### src/rtl/hx8352_pkg.sv
// -----------------------------------------------------------------------------
// hx8352_pkg
// Shared definitions for the HX8352 init sequencer and its command ROM:
//   - custom marker commands (delay / done) embedded in the ROM stream
//   - bit positions of the cmd and value fields inside a 32-bit ROM entry
//   - sequencer and bus-writer state encodings
//   - HX8352 register index constants used when building the init ROM
// -----------------------------------------------------------------------------
package hx8352_pkg;

  // Marker commands; never written to the panel.
  localparam logic [7:0] CMD_CUSTOM_DELAY = 8'hFE;
  localparam logic [7:0] CMD_CUSTOM_DONE  = 8'hFF;

  // ROM entry layout: [31:24] unused, [23:16] cmd, [15:0] value.
  localparam int ENTRY_CMD_MSB = 23;
  localparam int ENTRY_CMD_LSB = 16;
  localparam int ENTRY_VAL_MSB = 15;
  localparam int ENTRY_VAL_LSB = 0;

  // HX8352 register indices referenced by the init ROM.
  localparam logic [7:0] HX_REG_TEST_MODE    = 8'h83;
  localparam logic [7:0] HX_REG_VDDD_CTRL    = 8'h85;
  localparam logic [7:0] HX_REG_SRC_GAMMA    = 8'h8B;
  localparam logic [7:0] HX_REG_SRC_OP       = 8'h8C;
  localparam logic [7:0] HX_REG_SYNC_FUNC    = 8'h91;
  localparam logic [7:0] HX_REG_MEM_ACCESS   = 8'h16;
  localparam logic [7:0] HX_REG_COLMOD       = 8'h17;
  localparam logic [7:0] HX_REG_OSC_CTRL     = 8'h18;
  localparam logic [7:0] HX_REG_POWER_CTRL   = 8'h1B;
  localparam logic [7:0] HX_REG_DISPLAY_CTRL = 8'h28;
  localparam logic [7:0] HX_REG_SRAM_WRITE   = 8'h22;

  typedef enum logic [3:0] {
    ST_RST_LOW,
    ST_RST_WAIT,
    ST_FETCH,
    ST_FETCH_WAIT,
    ST_DECODE,
    ST_DELAY,
    ST_WR_IDX,
    ST_WR_DAT,
    ST_DONE,
    ST_ERROR
  } seq_state_e;

  typedef enum logic [1:0] {
    WP_IDLE,
    WP_SETUP,
    WP_LOW,
    WP_HIGH
  } wr_phase_e;

  function automatic logic [7:0] entry_cmd(input logic [31:0] entry);
    return entry[ENTRY_CMD_MSB:ENTRY_CMD_LSB];
  endfunction

  function automatic logic [15:0] entry_val(input logic [31:0] entry);
    return entry[ENTRY_VAL_MSB:ENTRY_VAL_LSB];
  endfunction

endpackage

### src/rtl/hx8352_init_seq_if.sv
// -----------------------------------------------------------------------------
// hx8352_init_seq_if
// 8080-style 16-bit write bus towards the HX8352 panel.
//   lcd_rst_n : panel hardware reset
//   lcd_cs_n  : chip select
//   lcd_rs    : 0 = index, 1 = data
//   lcd_wr_n  : write strobe, panel latches on rising edge
//   lcd_rd_n  : read strobe (never used, held high)
//   lcd_data  : bus data
// master = sequencer side, slave = panel side.
// -----------------------------------------------------------------------------
interface hx8352_init_seq_if;
  logic        lcd_rst_n;
  logic        lcd_cs_n;
  logic        lcd_rs;
  logic        lcd_wr_n;
  logic        lcd_rd_n;
  logic [15:0] lcd_data;

  modport master (output lcd_rst_n, lcd_cs_n, lcd_rs, lcd_wr_n, lcd_rd_n, lcd_data);
  modport slave  (input  lcd_rst_n, lcd_cs_n, lcd_rs, lcd_wr_n, lcd_rd_n, lcd_data);
endinterface

### src/rtl/hx8352_bus_writer.sv
// -----------------------------------------------------------------------------
// hx8352_bus_writer
// Performs one write strobe: 1 setup cycle (wr_n=1), WR_LOW cycles wr_n=0,
// WR_HIGH cycles wr_n=1 with rs/data held.
//   clk, rst   : clock, synchronous active-high reset
//   i_start    : start a strobe; accepted only while o_ready=1
//   i_rs/i_data: rs level and data for the strobe
//   i_clr      : clear the held data while idle
//   o_ready    : high when idle and during the last high cycle, so the next
//                strobe can follow without a gap
//   o_wr_n/o_rs/o_data : registered bus outputs
// -----------------------------------------------------------------------------
import hx8352_pkg::*;

module hx8352_bus_writer #(
  parameter int WR_LOW  = 2,
  parameter int WR_HIGH = 2
) (
  input  logic        clk,
  input  logic        rst,
  input  logic        i_start,
  input  logic        i_rs,
  input  logic [15:0] i_data,
  input  logic        i_clr,
  output logic        o_ready,
  output logic        o_wr_n,
  output logic        o_rs,
  output logic [15:0] o_data
);

  localparam int MAXW = (WR_LOW > WR_HIGH) ? WR_LOW : WR_HIGH;
  localparam int CW   = $clog2(MAXW + 1);

  wr_phase_e   r_phase;
  logic [CW-1:0] r_cnt;

  logic w_high_last;
  assign w_high_last = (r_phase == WP_HIGH) && (r_cnt == CW'(WR_HIGH - 1));
  assign o_ready     = (r_phase == WP_IDLE) || w_high_last;

  // NOTE: state registers use non-blocking assignments so every flop samples
  // the pre-edge values; reset is synchronous, tested inside the clocked block.
  always_ff @(posedge clk) begin
    if (rst) begin
      r_phase <= WP_IDLE;
      r_cnt   <= '0;
      o_wr_n  <= 1'b1;
      o_rs    <= 1'b1;
      o_data  <= '0;
    end else begin
      case (r_phase)
        WP_IDLE: begin
          if (i_start) begin
            r_phase <= WP_SETUP;
            o_rs    <= i_rs;
            o_data  <= i_data;
          end else if (i_clr) begin
            o_data  <= '0;
          end
        end
        WP_SETUP: begin
          o_wr_n  <= 1'b0;
          r_cnt   <= '0;
          r_phase <= WP_LOW;
        end
        WP_LOW: begin
          if (r_cnt == CW'(WR_LOW - 1)) begin
            o_wr_n  <= 1'b1;
            r_cnt   <= '0;
            r_phase <= WP_HIGH;
          end else begin
            r_cnt <= r_cnt + CW'(1);
          end
        end
        WP_HIGH: begin
          if (w_high_last) begin
            // Back-to-back strobe: load the next word straight into setup.
            if (i_start) begin
              r_phase <= WP_SETUP;
              o_rs    <= i_rs;
              o_data  <= i_data;
            end else begin
              r_phase <= WP_IDLE;
            end
          end else begin
            r_cnt <= r_cnt + CW'(1);
          end
        end
        default: r_phase <= WP_IDLE;
      endcase
    end
  end

endmodule

### src/rtl/hx8352_init_seq.sv
// -----------------------------------------------------------------------------
// hx8352_init_seq
// Walks the HX8352 init ROM after pulsing the panel hardware reset: writes
// index/data pairs, executes microsecond delays, and stops on the done marker
// (or flags an error after MAX_ENTRIES entries without one).
//   clk, rst  : clock, synchronous active-high reset
//   restart   : rerun from entry 0 (no panel reset); honoured in DONE/ERROR only
//   busy/done/error : status
//   rom_addr  : registered ROM address; rom_data valid one cycle later
//   lcd       : panel write bus (interface, master side)
// -----------------------------------------------------------------------------
import hx8352_pkg::*;

module hx8352_init_seq #(
  parameter int CLK_HZ      = 50_000_000,
  parameter int WR_LOW      = 2,
  parameter int WR_HIGH     = 2,
  parameter int RST_LOW_US  = 1000,
  parameter int RST_WAIT_US = 120,
  parameter int MAX_ENTRIES = 64
) (
  input  logic        clk,
  input  logic        rst,
  input  logic        restart,
  output logic        busy,
  output logic        done,
  output logic        error,
  output logic [7:0]  rom_addr,
  input  logic [31:0] rom_data,
  hx8352_init_seq_if.master lcd
);

  localparam int DIV = CLK_HZ / 1_000_000;
  localparam int PW  = (DIV > 1) ? $clog2(DIV) : 1;

  seq_state_e    r_state;
  logic [7:0]    r_ptr;
  logic [PW-1:0] r_presc;
  logic [15:0]   r_us_cnt;
  logic [15:0]   r_value;
  logic          r_lcd_rst_n;
  logic          r_cs_n;

  logic [7:0]  w_cmd;
  logic [15:0] w_val;
  logic        w_unused_hi;
  logic        w_tick, w_last_us, w_at_limit, w_dec_write;
  logic        w_start, w_rs, w_clr, w_ready;
  logic [15:0] w_data;
  logic        w_wr_n, w_bus_rs;
  logic [15:0] w_bus_data;

  assign w_cmd       = entry_cmd(rom_data);
  assign w_val       = entry_val(rom_data);
  assign w_unused_hi = ^rom_data[31:24];

  // One us tick every DIV cycles; the prescaler restarts on each delay entry.
  assign w_tick     = (r_presc == PW'(DIV - 1));
  assign w_last_us  = w_tick && (r_us_cnt == 16'd1);
  assign w_at_limit = (r_ptr == 8'(MAX_ENTRIES));

  // The index strobe is launched from DECODE and the data strobe from the last
  // high cycle of the index strobe, so cs_n covers exactly the two strobes.
  assign w_dec_write = (r_state == ST_DECODE) && !w_at_limit &&
                       (w_cmd != CMD_CUSTOM_DONE) && (w_cmd != CMD_CUSTOM_DELAY);
  assign w_start     = w_dec_write || ((r_state == ST_WR_IDX) && w_ready);
  assign w_rs        = (r_state == ST_WR_IDX);
  assign w_data      = w_rs ? r_value : {8'h00, w_cmd};
  assign w_clr       = (r_state == ST_DECODE) && (w_at_limit || (w_cmd == CMD_CUSTOM_DONE));

  hx8352_bus_writer #(
    .WR_LOW  (WR_LOW),
    .WR_HIGH (WR_HIGH)
  ) u_writer (
    .clk     (clk),
    .rst     (rst),
    .i_start (w_start),
    .i_rs    (w_rs),
    .i_data  (w_data),
    .i_clr   (w_clr),
    .o_ready (w_ready),
    .o_wr_n  (w_wr_n),
    .o_rs    (w_bus_rs),
    .o_data  (w_bus_data)
  );

  assign lcd.lcd_rst_n = r_lcd_rst_n;
  assign lcd.lcd_cs_n  = r_cs_n;
  assign lcd.lcd_rs    = w_bus_rs;
  assign lcd.lcd_wr_n  = w_wr_n;
  assign lcd.lcd_rd_n  = 1'b1;
  assign lcd.lcd_data  = w_bus_data;

  always_ff @(posedge clk) begin
    if (rst) begin
      r_state     <= ST_RST_LOW;
      r_ptr       <= '0;
      r_presc     <= '0;
      r_us_cnt    <= 16'(RST_LOW_US);
      r_value     <= '0;
      r_lcd_rst_n <= 1'b0;
      r_cs_n      <= 1'b1;
      rom_addr    <= '0;
      busy        <= 1'b0;
      done        <= 1'b0;
      error       <= 1'b0;
    end else begin
      if (r_state inside {ST_RST_LOW, ST_RST_WAIT, ST_DELAY}) begin
        r_presc <= w_tick ? '0 : r_presc + PW'(1);
        if (w_tick && !w_last_us) r_us_cnt <= r_us_cnt - 16'd1;
      end

      case (r_state)
        ST_RST_LOW: begin
          busy <= 1'b1;
          if (w_last_us) begin
            r_state     <= ST_RST_WAIT;
            r_lcd_rst_n <= 1'b1;
            r_us_cnt    <= 16'(RST_WAIT_US);
          end
        end
        ST_RST_WAIT: if (w_last_us) r_state <= ST_FETCH;
        ST_DELAY:    if (w_last_us) r_state <= ST_FETCH;
        ST_FETCH: begin
          rom_addr <= r_ptr;
          r_state  <= ST_FETCH_WAIT;
        end
        ST_FETCH_WAIT: r_state <= ST_DECODE;
        ST_DECODE: begin
          if (w_at_limit) begin
            r_state <= ST_ERROR;
            error   <= 1'b1;
            busy    <= 1'b0;
          end else if (w_cmd == CMD_CUSTOM_DONE) begin
            r_state <= ST_DONE;
            done    <= 1'b1;
            busy    <= 1'b0;
          end else begin
            r_ptr <= r_ptr + 8'd1;
            if (w_cmd == CMD_CUSTOM_DELAY) begin
              if (w_val == 16'd0) begin
                r_state <= ST_FETCH;
              end else begin
                r_state  <= ST_DELAY;
                r_us_cnt <= w_val;
                r_presc  <= '0;
              end
            end else begin
              r_state <= ST_WR_IDX;
              r_value <= w_val;
              r_cs_n  <= 1'b0;
            end
          end
        end
        ST_WR_IDX: if (w_ready) r_state <= ST_WR_DAT;
        ST_WR_DAT: begin
          if (w_ready) begin
            r_state <= ST_FETCH;
            r_cs_n  <= 1'b1;
          end
        end
        ST_DONE, ST_ERROR: begin
          if (restart) begin
            r_state <= ST_FETCH;
            r_ptr   <= '0;
            done    <= 1'b0;
            error   <= 1'b0;
            busy    <= 1'b1;
          end
        end
        default: r_state <= ST_RST_LOW;
      endcase
    end
  end

endmodule

### src/flat_wrapper.sv
// flat-port wrapper written by rule: the top's interface ports become plain ports
module hx8352_init_seq_flat 
#(
  parameter int CLK_HZ      = 50_000_000,
  parameter int WR_LOW      = 2,
  parameter int WR_HIGH     = 2,
  parameter int RST_LOW_US  = 1000,
  parameter int RST_WAIT_US = 120,
  parameter int MAX_ENTRIES = 64
)
  (clk, rst, restart, busy, done, error, rom_addr, rom_data, lcd_lcd_rst_n, lcd_lcd_cs_n, lcd_lcd_rs, lcd_lcd_wr_n, lcd_lcd_rd_n, lcd_lcd_data);
  hx8352_init_seq_if lcd_i ();
  input  logic clk;
  input  logic rst;
  input  logic restart;
  output logic busy;
  output logic done;
  output logic error;
  output logic [7:0] rom_addr;
  input  logic [31:0] rom_data;
  output wire logic [$bits(lcd_i.lcd_rst_n)-1:0] lcd_lcd_rst_n;
  output wire logic [$bits(lcd_i.lcd_cs_n)-1:0] lcd_lcd_cs_n;
  output wire logic [$bits(lcd_i.lcd_rs)-1:0] lcd_lcd_rs;
  output wire logic [$bits(lcd_i.lcd_wr_n)-1:0] lcd_lcd_wr_n;
  output wire logic [$bits(lcd_i.lcd_rd_n)-1:0] lcd_lcd_rd_n;
  output wire logic [$bits(lcd_i.lcd_data)-1:0] lcd_lcd_data;
  assign lcd_lcd_rst_n = lcd_i.lcd_rst_n;
  assign lcd_lcd_cs_n = lcd_i.lcd_cs_n;
  assign lcd_lcd_rs = lcd_i.lcd_rs;
  assign lcd_lcd_wr_n = lcd_i.lcd_wr_n;
  assign lcd_lcd_rd_n = lcd_i.lcd_rd_n;
  assign lcd_lcd_data = lcd_i.lcd_data;
  hx8352_init_seq #(.CLK_HZ(CLK_HZ), .WR_LOW(WR_LOW), .WR_HIGH(WR_HIGH), .RST_LOW_US(RST_LOW_US), .RST_WAIT_US(RST_WAIT_US), .MAX_ENTRIES(MAX_ENTRIES)) u_core (.clk(clk), .rst(rst), .restart(restart), .busy(busy), .done(done), .error(error), .rom_addr(rom_addr), .rom_data(rom_data), .lcd(lcd_i));
endmodule
### config.mk
export PLATFORM = sky130hd
export DESIGN_NAME = hx8352_init_seq_flat
export DESIGN_NICKNAME = d
export VERILOG_FILES = /design/src/rtl/hx8352_pkg.sv /design/src/rtl/hx8352_init_seq_if.sv /design/src/rtl/hx8352_bus_writer.sv /design/src/rtl/hx8352_init_seq.sv /design/src/flat_wrapper.sv
export SDC_FILE = /design/constraint.sdc
export NUM_CORES = 1
export LEC_CHECK = 0
export BUFFER_PORTS_ARGS = -buffer_cell sky130_fd_sc_hd__buf_2
export CORE_ASPECT_RATIO = 0.8
export CORE_MARGIN = 5
export CORE_UTILIZATION = 40
export DETAILED_ROUTE_END_ITERATION = 16
export GPL_ROUTABILITY_DRIVEN = 0
export SETUP_SLACK_MARGIN = 0.05
export SYNTH_ARGS = -nofsm -noshare
export SYNTH_HDL_FRONTEND = slang
export SYNTH_SLANG_ARGS = --single-unit
### constraint.sdc
create_clock -name clk -period 4.2 [get_ports clk]
set_input_delay 0.42 -clock clk [delete_from_list [all_inputs] [get_ports clk]]
set_output_delay 0.42 -clock clk [all_outputs]
set_load 0.02 [all_outputs]
==> results.cfg <==
[sta]
clock_skew_ns = 0.0107
slew_headroom_pct = 32.5
rsz0062_at_grt = false
fin_crit_sh_pct = 70.3
fin_crit_ns = 2.95
setup_viol = 0
drv_slew = 0
tns_ns = 0
max_freq_mhz = 339
tightest_slew_ns = 1.00
finalHoldViolCount = 0

[global_route]
grt_pass1_wl_um = 17900
track_usage_pct = 16.6
first_global_vias = 3678
antenna_found_initial = 0
grt_max_degree = 53
grt.overflow.total = 0

[setup_path]
worst-path-max-fanout = 21
crit_path_end_kind = flop
cp_slowest_stage_delay_ns = 0.69
cpMaxStageDelayCell = a21o_1
start_kind = flop
required_ns = 4.43
path_class = flop to flop
worstPathCellList = nor4b_4, o41ai_4, or2b_2, o21ai_0, a21o_1, mux2_2
arrival_ns = 3.18

[detailed_routing]
viasPerCell = 5.28
drtPass1Iterations = 4
num_vias = 3836
first_iter_violations = 187
drc = 0
avgRoutedWirePerCell_um = 14.8
wirelength_um = 10700
postRouteAntennaNets = 0

[cells_and_area]
finalNetCount = 625
final_area_um2 = 5010
fin_util_pct = 46.4
drive_above_1_share_pct = 18.4
antenna_cells = 0
syn_to_final_growth_pct = 13.8

[synthesis]
yosys_warnings = 0
dominantRegCellSynth = dfxtp_1
ys_ff_latch = 85
syn-cell-area_um2 = 4410
synth_fp_nets = 582
synthArstFlopShare_pct = 0
synth_common_cells = 111 x nand2_1, 85 x dfxtp_1, 55 x a21oi_1, 39 x nor2_1, 20 x nor3_1
yosysMostFrequentCell = nand2_1
yosys-top-cells-area = dfxtp_1 39%, nand2_1 9.5%, a21oi_1 6.2%
yosys.area.top_type = dfxtp_1
synth_top_area_share_pct = 38.6
syn_area_per_cell_um2 = 8.25
synthCells = 534
synth-edff-count = 0
synth_cell_types = 67
synth-seq-area-share_pct = 38.6

[flow_run]
maxCapViolCount = 0

[clock_network]
clk_pin_slew_ns = 0.06
cts_hold_buf = 0
cts_root_buffer = clkbuf_16
clockBufferDepth = 2
htree_num_levels = 3
clk_latency_ns = 0.34
cts.sinks = 85
numCtsBuffers = 9
post-cts-setup-buffers = 0
cts_tree = done
cts_resized = 0

[placed_design]
placed_area_um2 = 4720
hpwlAfterDp_um = 7840
portBuffers = 57

[floorplan]
rows = 34
core_um2 = 10800
initial_core_util_pct = 40.8
io_pins = 67
dieHeight_um = 104
die_x_um = 127
die-area_um2 = 13200

[pwr]
clkPwrFrac_pct = 47.2
power_frac_comb_pct = 3.4
p_leak_uw = 0.00189
peakVddDrop_mv = 0.218
internal_power_uw = 1290
pwr-share-seq_pct = 49.4
switching_share_pct = 21.8
p_sw_uw = 360
p_per_area_nw_per_um2 = 329

[outcome]
status = complete, no violations

[hold_path]
hp-class = input port to flop
-- sequential cells by signal (all words and copies together), names as in the netlist --
| signal | flops |
|---|---|
| u_core.busy | 1 |
| u_core.done | 1 |
| u_core.error | 1 |
| u_core.lcd.lcd_cs_n | 1 |
| u_core.lcd.lcd_rst_n | 1 |
| u_core.r_presc | 6 |
| u_core.r_ptr | 8 |
| u_core.r_state | 4 |
| u_core.r_us_cnt | 16 |
| u_core.r_value | 16 |
| u_core.rom_addr | 8 |
| u_core.u_writer.o_data | 16 |
| u_core.u_writer.o_rs | 1 |
| u_core.u_writer.o_wr_n | 1 |
| u_core.u_writer.r_cnt | 2 |
| u_core.u_writer.r_phase | 2 |
-- cell families after synthesis --
kind of cell	count (synthesis)	share of synthesized area (%)
XOR/XNOR	22	4.37
multiplexers	20	4.94
other	1	0.0851
AO/OA/AOI/OAI	103	14.5
flip-flops	85	38.6
AND/OR/NAND/NOR	247	28.5
adder cells (fa/ha/maj)	13	3.69
buffers and inverters	43	5.28
-- cell type report --
type / count / area [um^2]
clock buffer: 10 / 229
clock inverter: 6 / 63.8
fill: 1090 / 5790
inverter: 14 / 52.6
multi-input combinational: 406 / 2470
sequential: 85 / 1700
tap: 144 / 180
timing repair buffer: 61 / 315
-- placed cells by master, fill, tap and decap left out, types with 12 or more instances in the layout --
master | Yosys | layout
a21oi_1 | 55 | 55
buf_2 | 6 | 57
dfxtp_1 | 85 | 85
ha_1 | 13 | 13
inv_1 | 13 | 13
mux2i_1 | 12 | 12
nand2_1 | 111 | 111
nor2_1 | 39 | 39
nor3_1 | 20 | 20
o21ai_0 | 19 | 19
xnor2_1 | 13 | 13
-- path summary, 6_finish.rpt --
check,startpoint,to,slack (ns),cells past startpoint
min reg2reg,u_core.rom_addr[5],u_core.rom_addr[5],0.45,2
min,rom_data[12],u_core.r_us_cnt[12],0.31,3
max reg2reg,u_core.r_state[2],u_core.u_writer.o_data[1],1.25,6
max,u_core.r_state[2],u_core.u_writer.o_data[1],1.25,6
-- metal layers --
| layer | routed length, um | part of all wire [%] | GRT usage, % |
|---|---|---|---|
| met1 | 5200 | 49 | 21.7 |
| met2 | 4780 | 45 | 26.2 |
| met3 | 532 | 5.0 | 4.88 |
| met4 | 204 | 1.9 | 5.21 |
| met5 | 0 | 0 | 0 |
-- through the flow --
| step | total power [uW] | setup WS, ns | hold WS, ns | instances |
|---|---|---|---|---|
| CTS | 1670 | 1.25 | 0.306 | 726 |
| finish | 1650 | 1.25 | 0.312 | 726 |
| global route | 1710 | 1.10 | 0.310 | 726 |
| global placement | 886 | 1.31 | 0.441 | 710 |
| detailed placement | 887 | 1.26 | 0.448 | 710 |
| floorplan | 859 | 1.82 | 0.437 | 534 |
-- worst max-delay path, delay by kind of cell, from the launching register on --
family	cells	cell delay [ns]
compound gates	3	1.06
flops	1	0.52
mux	1	0.41
simple gates	2	0.85
-- power by group through the flow --
stage | Sequential, uW | Combinational [uW] | Clock, uW
floorplan | 831 | 28.0 | 0
global placement | 831 | 55.0 | 0
detailed placement | 831 | 56.0 | 0
CTS | 813 | 56.3 | 797
global route | 813 | 62.4 | 829
finish | 813 | 56.3 | 778
No activity file was read; power rests on OpenSTA's default activity.
